[src/rtl/fetch_pc_unit.sv]
// Program counter for the fetch stage: next-PC selection, alignment trap, retire counter.
// Two-state RUN/TRAP controller. A misaligned target freezes the PC until trap_clear.
module fetch_pc_unit #(
  parameter logic [31:0] RESET_PC = 32'h0000_0000,
  parameter logic [31:0] TRAP_VEC = 32'h0000_0080
) (
  input  logic        clk,
  input  logic        rst,
  input  logic [31:0] imm_in,
  input  logic [31:0] alu_result,
  input  logic [1:0]  PCSel,
  input  logic        take_branch,
  input  logic        stall,
  input  logic        trap_clear,
  output logic [31:0] pc,
  output logic [31:0] pc_plus4,
  output logic        trap,
  output logic [31:0] trap_pc,
  output logic [31:0] trap_target,
  output logic [31:0] retired
);

  typedef enum logic {
    S_RUN  = 1'b0,
    S_TRAP = 1'b1
  } state_t;

  state_t      state_q, state_d;
  logic [31:0] pc_q, pc_d;
  logic [31:0] trap_pc_q, trap_pc_d;
  logic [31:0] trap_target_q, trap_target_d;
  logic [31:0] retired_q, retired_d;

  logic [31:0] seq_pc;
  logic [31:0] rel_pc;
  logic [31:0] target;
  logic        misaligned;

  // Target selection; the JALR LSB clear happens before the alignment check.
  always_comb begin
    seq_pc = pc_q + 32'd4;
    rel_pc = pc_q + imm_in;
    target = seq_pc;
    case (PCSel)
      2'b00:   target = seq_pc;
      2'b01:   target = take_branch ? rel_pc : seq_pc;
      2'b10:   target = alu_result & ~32'h0000_0001;
      default: target = rel_pc;
    endcase
    misaligned = (target[1:0] != 2'b00);
  end

  always_ff @(posedge clk or posedge rst) begin
    if (rst) begin
      state_q       <= S_RUN;
      pc_q          <= RESET_PC;
      trap_pc_q     <= 32'h0;
      trap_target_q <= 32'h0;
      retired_q     <= 32'h0;
    end else begin
      state_q       <= state_d;
      pc_q          <= pc_d;
      trap_pc_q     <= trap_pc_d;
      trap_target_q <= trap_target_d;
      retired_q     <= retired_d;
    end
  end

  always_comb begin
    state_d = state_q;
    case (state_q)
      S_RUN:   if (!stall && misaligned) state_d = S_TRAP;
      S_TRAP:  if (trap_clear) state_d = S_RUN;
      default: state_d = S_RUN;
    endcase
  end

  // Datapath updates; trap_clear in TRAP takes priority over stall.
  always_comb begin
    pc_d          = pc_q;
    trap_pc_d     = trap_pc_q;
    trap_target_d = trap_target_q;
    retired_d     = retired_q;
    case (state_q)
      S_RUN: begin
        if (!stall) begin
          if (misaligned) begin
            trap_pc_d     = pc_q;
            trap_target_d = target;
          end else begin
            pc_d      = target;
            retired_d = retired_q + 32'd1;
          end
        end
      end
      S_TRAP: begin
        if (trap_clear) pc_d = TRAP_VEC;
      end
      default: ;
    endcase
  end

  always_comb begin
    pc          = pc_q;
    pc_plus4    = seq_pc;
    trap        = (state_q == S_TRAP);
    trap_pc     = trap_pc_q;
    trap_target = trap_target_q;
    retired     = retired_q;
  end

endmodule
[config.mk]
export PLATFORM = sky130hd
export DESIGN_NAME = fetch_pc_unit
export DESIGN_NICKNAME = d
export VERILOG_FILES = /design/src/rtl/fetch_pc_unit.sv
export SDC_FILE = /design/constraint.sdc
export NUM_CORES = 1
export LEC_CHECK = 0
export CAP_MARGIN = 15
export CORE_ASPECT_RATIO = 2
export CORE_MARGIN = 1
export CORE_UTILIZATION = 48
export CTS_CLUSTER_DIAMETER = 80
export DETAILED_ROUTE_END_ITERATION = 16
export HOLD_SLACK_MARGIN = 0.02
export PLACE_DENSITY = 0.9
export SLEW_MARGIN = 30
export SYNTH_ARGS = -nofsm -noshare
export SYNTH_HDL_FRONTEND = slang
export SYNTH_SLANG_ARGS = --single-unit
[constraint.sdc]
create_clock -name clk -period 5.1 [get_ports clk]
set_clock_uncertainty 0.15 [all_clocks]
set_input_delay 1.02 -clock clk [delete_from_list [all_inputs] [get_ports clk]]
set_output_delay 1.02 -clock clk [all_outputs]
set_load 0.01 [all_outputs]
==> out/qor.txt, run 1 <==
Pre-antenna DRT Iters -> 6
CTS root buf -> clkbuf_16
NumNets Final -> 1,217
share of the synthesized area in the top cell type -> 0.416
GP Congestion -> 0.990
Mapped Cells -> 890
die area -> 16,700 sq um
Post-Syn Nets -> 995
combinational power share -> 0.475
post-route cell area -> 10,900 sq um
clock sinks -> 129
relative slew slack -> 0.457
Worst path max stage delay -> 0.58 ns
Worst EP required -> 3.93 ns
Cell Pwr Density -> 513 nW/um^2
Netlist cell types -> 56
row cnt -> 65
drt total wl -> 28,400 um
DRT iter0 DRCs -> 551
Top delay family on crit path -> simple AND/OR/NAND/NOR gates
Final setup violation count -> 0
worst hold start -> trap_pc[11]$_DFFE_PP0P_
Via density -> 6.06
Peak supply drop -> 0.301 mV
Reg power frac -> 0.305
Routed Antenna Nets -> 0
outcome -> complete, no violations
Max Fclk -> 218 MHz
cell-by-cell trace of the critical path -> ha_1 > nand4_1 > nor2_1 > nand2_1 > or3_1 > nor2_1 > xnor2_1 > clkdlybuf4s50_1
Initial Util -> 0.492
Vias -> 8,043
Area contributors post-synth -> dfrtp_1 (42%), nand2_1 (9.3%), xnor2_1 (6.4%), ha_1 (5.3%), o21ai_0 (5.1%)
Switching Fraction -> 0.398
synthesized area -> 7750 sq um
largest net degree at the start of global routing -> 88
r2r worst-path depth -> 13
most used cell along the critical path -> nor2_1
r2r setup slk -> 1.25 ns
Main synth FF type -> dfrtp_1
clk buf depth -> 2
CTS tree -> yes
Internal -> 0.00336 W
clock share of power -> 0.220
fin crit period -> 4.59 ns
post-cts sizing count -> 0
H-tree Lvls -> 4
Compound-Gate Fraction of Synth Area -> 0.170
crit path buf inv count -> 1
CP Launch Type -> register
grt ovf -> 0
Yosys reg bits -> 129
final worst setup slack -> 0.507 ns
RSZ-0062 raised after global routing -> false
hold path endpoint -> trap_pc[11]$_DFFE_PP0P_
Final Power -> 0.00558 W
share of layout cells above drive strength 1 -> 0.0631
CP max stage cell -> clkdlybuf4s50_1
Crit Path Category -> reg -> out
Area Growth Syn to Fin -> 40.2%
Hold Fails Final Rpt -> 0
Die Ht -> 182 um
LEAKAGE -> 4.73 nW
Simple-Gate Fraction of Synth Area -> 0.203
RR Startpoint -> pc[0]$_DFFE_PP0P_
Worst-Skew Late Latency -> 0.43 ns
Critical Path AT -> 3.42 ns
Avg WL per Cell -> 21.4 um
XOR/XNOR share of the synthesized area -> 0.0971
Worst Path Max Fanout -> 7
Worst-Margin Slew -> 0.815 ns
CP Capture Type -> output port
I/O pin cnt -> 232
hold slack -> 0.330 ns
combinational family with the most area after synthesis -> simple AND/OR/NAND/NOR gates
initial antenna violation count -> 1
WHS Path Cells -> 2
reg-to-reg endpoint -> retired[29]$_DFFE_PP0P_
number of global-route vias before repair -> 8,170
CTS buffer count -> 17
first-pass GRT wire length -> 44,100 um
buffer count from post-CTS setup fixing -> 0
Hold Crit Class -> reg -> reg
IO Port Bufs -> 230
Placed Area -> 10,300 sq um
worst slack, placed -> 0.349 ns
Psw -> 0.00222 W
gr usage total -> 0.347
Ys Warns -> 0
area of the core -> 15,800 sq um
Avg Cell Area, Syn -> 8.71 sq um
ys async rst share -> 1.00
Die X -> 91.9 um
setup_tns -> 0 ns
Clock Pin Slew Worst Setup and Hold Paths -> 0.06 ns
Post-CTS Hold Buffers -> 0
Post-Synth Adder-Cell Area -> 0.0558
multiplexer share of the synthesized area -> 0.0250
max-cap violations -> 0
Slew Limit Fails -> 0
Synth area leader -> dfrtp_1
HPWL after detailed placement -> 20,800 um
final worst path period share -> 0.901
post-synthesis sequential area ratio -> 0.416
Post-synth EDFFs -> 0
DR DRC count -> 0
## routing by layer
| layer | vias to the layer above | part of all wire | track usage |
|---|---|---|---|
| met5 | - | 0 | 0 |
| met4 | 0 | 0.076 | 0.269 |
| met3 | 132 | 0.066 | 0.0645 |
| met2 | 454 | 0.53 | 0.619 |
| met1 | 3875 | 0.33 | 0.348 |
| li1 | 3582 | - | - |
## cell usage in the layout, fill, tap and decap left out, types with 3 or more instances in the layout
| cell type | n |
|---|---|
| a22oi_1 | 7 |
| a31oi_1 | 4 |
| and2_1 | 7 |
| a21oi_1 | 43 |
| ha_1 | 33 |
| o31ai_1 | 7 |
| o211ai_1 | 5 |
| xor2_1 | 29 |
| mux2_2 | 11 |
| xnor2_1 | 57 |
| nand3_1 | 34 |
| nor3_1 | 11 |
| o221ai_1 | 9 |
| o31a_1 | 3 |
| clkdlybuf4s50_1 | 230 |
| a22o_1 | 5 |
| dfrtp_1 | 129 |
| a41oi_1 | 4 |
| a221o_1 | 3 |
| buf_4 | 14 |
| a222oi_1 | 9 |
| o22ai_1 | 3 |
| clkinv_4 | 6 |
| inv_1 | 23 |
| nor2_1 | 48 |
| a21o_1 | 10 |
| mux2i_1 | 7 |
| a221oi_1 | 3 |
| clkbuf_16 | 17 |
| and3_1 | 14 |
| inv_6 | 3 |
| o21ai_0 | 79 |
| o21a_1 | 5 |
| nor2b_1 | 5 |
| nand2_1 | 191 |
| nand4_1 | 15 |
## cell families (layout without fill, tap and decap cells)
| kind of cell | count (synthesis) | in the layout |
|---|---|---|
| AOI/OAI and AO/OA | 209 | 209 |
| xor gates and xnor gates | 86 | 86 |
| adders and majority gates | 34 | 34 |
| buffers and inverters | 66 | 301 |
| DFF | 129 | 129 |
| muxes | 18 | 18 |
| other | 0 | 1 |
| and+or+nand+nor | 348 | 348 |
## power by group through the flow
stage / Clock [W] / Combinational (W) / Sequential [W]
floorplan: 0 / 0.00121 / 0.00175
global placement: 0 / 0.00257 / 0.00169
detailed placement: 0 / 0.00261 / 0.00169
CTS: 0.00123 / 0.00263 / 0.00169
global route: 0.00128 / 0.00285 / 0.00174
finish: 0.00123 / 0.00265 / 0.00170
## stage by stage
| stage | util | cells |
|---|---|---|
| floorplan | - | 890 |
| global placement | 0.651 | 1294 |
| detailed placement | 0.652 | 1294 |
| CTS | 0.689 | 1326 |
| global route | 0.689 | 1327 |
| finish | 0.689 | 1327 |
## state kept, by name, indices dropped and copies added (netlist names)
signal       cells
pc              32
retired         32
trap             1
trap_pc         32
trap_target     32
## worst max-delay path by stage
stage                                  from                           to  slack (ns)  cells past startpoint
after floorplan                         rst            pc[0]$_DFFE_PP0P_        0.49                      1
after global placement            imm_in[0]  trap_target[20]$_DFFE_PP0P_        0.46                     13
after detailed placement          imm_in[0]      retired[30]$_DFFE_PP0P_        0.35                     14
after CTS                 pc[2]$_DFFE_PP0P_                 pc_plus4[26]        0.54                      8
after global routing      pc[2]$_DFFE_PP0P_                 pc_plus4[26]        0.37                      8
final                     pc[2]$_DFFE_PP0P_                 pc_plus4[26]        0.51                      8
## worst min-delay path: stages, from the launching register on
cell and delay (ns):
dfrtp_1 0.34, nand2_1 0.05, nand2_1 0.06
## synth_stat cells (3+ instances only)
cell and instances:
nand2_1 192, dfrtp_1 129, o21ai_0 79, xnor2_1 57, nor2_1 48, a21oi_1 44
clkbuf_1 37, nand3_1 34, ha_1 33, xor2_1 29, inv_1 24, nand4_1 15
and3_1 14, mux2_2 11, nor3_1 11, a21o_1 10, a222oi_1 9, o221ai_1 9
and2_1 8, a22oi_1 7, mux2i_1 7, o31ai_1 7, a22o_1 5, nor2b_1 5
o211ai_1 5, o21a_1 5, a31oi_1 4, a41oi_1 4, a221o_1 3, a221oi_1 3
o22ai_1 3, o31a_1 3
## final cells by class
class                           instances  area (sq um)
Antenna cell                            1          2.50
Tap cell                              201           251
Clock inverter                         13           154
Inverter                               24          95.1
Multi-Input combinational cell        695          4280
Fill cell                            1155          4910
Sequential cell                       129          3230
Clock buffer                           19           433
Timing Repair Buffer                  245          2430
Power figures use the tool's default switching activity.
==> inputs of run 2 (changes only) <==
--- a/config.mk
+++ b/config.mk
@@ -8,12 +8,15 @@
 export CAP_MARGIN = 15
 export CORE_ASPECT_RATIO = 2
 export CORE_MARGIN = 1
-export CORE_UTILIZATION = 48
+export CORE_UTILIZATION = 65
+export CTS_BUF_LIST = sky130_fd_sc_hd__clkbuf_8
 export CTS_CLUSTER_DIAMETER = 80
 export DETAILED_ROUTE_END_ITERATION = 16
+export DONT_BUFFER_PORTS = 1
 export HOLD_SLACK_MARGIN = 0.02
 export PLACE_DENSITY = 0.9
 export SLEW_MARGIN = 30
 export SYNTH_ARGS = -nofsm -noshare
 export SYNTH_HDL_FRONTEND = slang
 export SYNTH_SLANG_ARGS = --single-unit
+export TNS_END_PERCENT = 30
==> out/qor.txt, run 2 (synthesized netlist as in run 1, its figures left out) <==
outcome -> complete, no violations
DRT iter0 DRCs -> 521 (-5.4%)
Via density -> 6.71 (+11%)
Routed Antenna Nets -> 0 (unchanged)
share of layout cells above drive strength 1 -> 0.0721 (+0.00896)
final worst setup slack -> 0.471 ns (-0.0360 ns)
Max Fclk -> 216 MHz (-0.78%)
Peak supply drop -> 0.304 mV (+0.94%)
Hold Crit Class -> reg -> reg
clock share of power -> 0.200 (-0.020)
largest net degree at the start of global routing -> 90 (+2.3%)
Worst path max stage delay -> 0.80 ns (+0.22 ns)
post-cts sizing count -> 0 (unchanged)
Hold Fails Final Rpt -> 0 (unchanged)
H-tree Lvls -> 4 (unchanged)
initial antenna violation count -> 1 (unchanged)
CTS tree -> yes
Area Growth Syn to Fin -> 6.13%
most common cell after layout, fill and taps aside -> nand2_1
worst slack, placed -> 0.668 ns (+0.319 ns)
CTS buffer count -> 17 (unchanged)
setup_tns -> 0 ns (unchanged)
RSZ-0062 raised after global routing -> false
number of global-route vias before repair -> 6,966 (-15%)
Cell Pwr Density -> 526 nW/um^2 (+2.5%)
IO Port Bufs -> 0 (-100%)
gr usage total -> 0.384 (+0.0367)
CP Capture Type -> output port
final worst path period share -> 0.908 (+0.00706)
Switching Fraction -> 0.464 (+0.0657)
DR DRC count -> 0 (unchanged)
Slew Limit Fails -> 0 (unchanged)
Initial Util -> 0.663 (+0.171)
CP max stage cell -> nor3b_1
combinational power share -> 0.358 (-0.117)
HPWL after detailed placement -> 17,600 um (-16%)
Reg power frac -> 0.442 (+0.137)
row cnt -> 56 (-14%)
Critical Path AT -> 3.46 ns (+0.04 ns)
most frequent cells in the layout -> nand2_1 (191), dfrtp_1 (129), o21ai_0 (79), xnor2_1 (57), nor2_1 (48)
Die X -> 79.2 um (-14%)
Worst EP required -> 3.93 ns (about the same)
Psw -> 0.00201 W (-9.5%)
GP Congestion -> 0.951 (-3.9%)
drt total wl -> 23,600 um (-17%)
final core utilization -> 0.703 (+0.0145)
Worst-Skew Late Latency -> 0.46 ns (+0.03 ns)
clk buf depth -> 2 (unchanged)
Die Ht -> 156 um (-14%)
die area -> 12,400 sq um (-26%)
Final Power -> 0.00433 W (-22%)
CP Launch Type -> register
Internal -> 0.00232 W (-31%)
Avg WL per Cell -> 22.8 um (+6.7%)
Post-CTS Hold Buffers -> 0 (unchanged)
max-cap violations -> 0 (unchanged)
Worst-Margin Slew -> 0.868 ns (+0.0535 ns)
first-pass GRT wire length -> 35,600 um (-19%)
buffer count from post-CTS setup fixing -> 0 (unchanged)
Clock Pin Slew Worst Setup and Hold Paths -> 0.10 ns (+0.04 ns)
clock sinks -> 129 (unchanged)
Top delay family on crit path -> simple AND/OR/NAND/NOR gates
CTS root buf -> clkbuf_8
crit path buf inv count -> 0 (-1)
Pre-antenna DRT Iters -> 6 (unchanged)
area of the core -> 11,700 sq um (-26%)
relative slew slack -> 0.420 (-0.0369)
LEAKAGE -> 3.74 nW (-21%)
grt ovf -> 0 (unchanged)
fin crit period -> 4.63 ns (+0.0360 ns)
Crit Path Category -> reg -> out
NumNets Final -> 980 (-19%)
cell-by-cell trace of the critical path -> and3_1 > nand3_1 > nor3b_1 > nand4_1 > nor3_1 > xor2_1
Worst Path Max Fanout -> 7 (unchanged)
n_diodes -> 0 (-1)
I/O pin cnt -> 232 (unchanged)
Vias -> 6,927 (-14%)
Final setup violation count -> 0 (unchanged)
-- run 2: changes by cell type in the layout (fill, tap and decap cells not counted), sizes merged --
cell           change
diode              -1
bufinv             -1
inv                +5
clkinv             -5
clkdlybuf4s50    -230
clkinvlp           +3
buf                -7
clkbuf             -2
-- run 2: power by group through the flow --
| stage | Sequential, W | Combinational (W) | Clock, W |
|---|---|---|---|
| finish | 0.00192 | 0.00155 | 0.000865 |
| global placement | 0.00190 | 0.00147 | 0 |
| CTS | 0.00190 | 0.00153 | 0.000862 |
| global route | 0.00194 | 0.00172 | 0.000911 |
| detailed placement | 0.00192 | 0.00152 | 0 |
| floorplan | 0.00175 | 0.00121 | 0 |
-- run 2: metal layers --
metal	share of wire	track usage
met5	0	0
met1	0.34	0.380
met2	0.51	0.658
met3	0.077	0.115
met4	0.080	0.292
-- run 2: tightest hold or removal path: stages, from the launching register on --
cell and delay [ns]:
dfrtp_1 0.40, nand2_1 0.06, nand2_1 0.06
-- run 2: area by class of cell --
cell class | instances | area [sq um]
well taps | 145 | 181
repair buffers | 8 | 60.1
inverters | 24 | 95.1
flip-flops and latches | 129 | 3230
multi-input cells | 695 | 4280
clock inverters | 15 | 150
clock buffers | 17 | 234
fillers | 937 | 3470
-- run 2: worst paths after layout --
path / start / endpoint / slack [ns] / cells past startpoint
max in group asynchronous: rst / trap_target[4]$_DFFE_PP0P_ / 3.31 / 2
hold reg to reg: trap_pc[17]$_DFFE_PP0P_ / trap_pc[17]$_DFFE_PP0P_ / 0.40 / 2
hold / removal: trap_pc[17]$_DFFE_PP0P_ / trap_pc[17]$_DFFE_PP0P_ / 0.40 / 2
setup reg to reg: pc[0]$_DFFE_PP0P_ / retired[28]$_DFFE_PP0P_ / 1.02 / 12
min in group asynchronous: rst / trap_pc[17]$_DFFE_PP0P_ / 0.42 / 1
setup / recovery: pc[3]$_DFFE_PP0P_ / pc_plus4[31] / 0.47 / 6
-- run 2: stage by stage --
step	hold WS (ns)	cell area (sq um)	instances
2_1_floorplan	0.357	7750	890
3_3_place_gp	0.384	7850	1001
3_5_place_dp	0.385	7850	1001
4_1_cts	0.404	8230	1033
5_1_grt	0.431	8230	1033
6_report	0.401	8230	1033
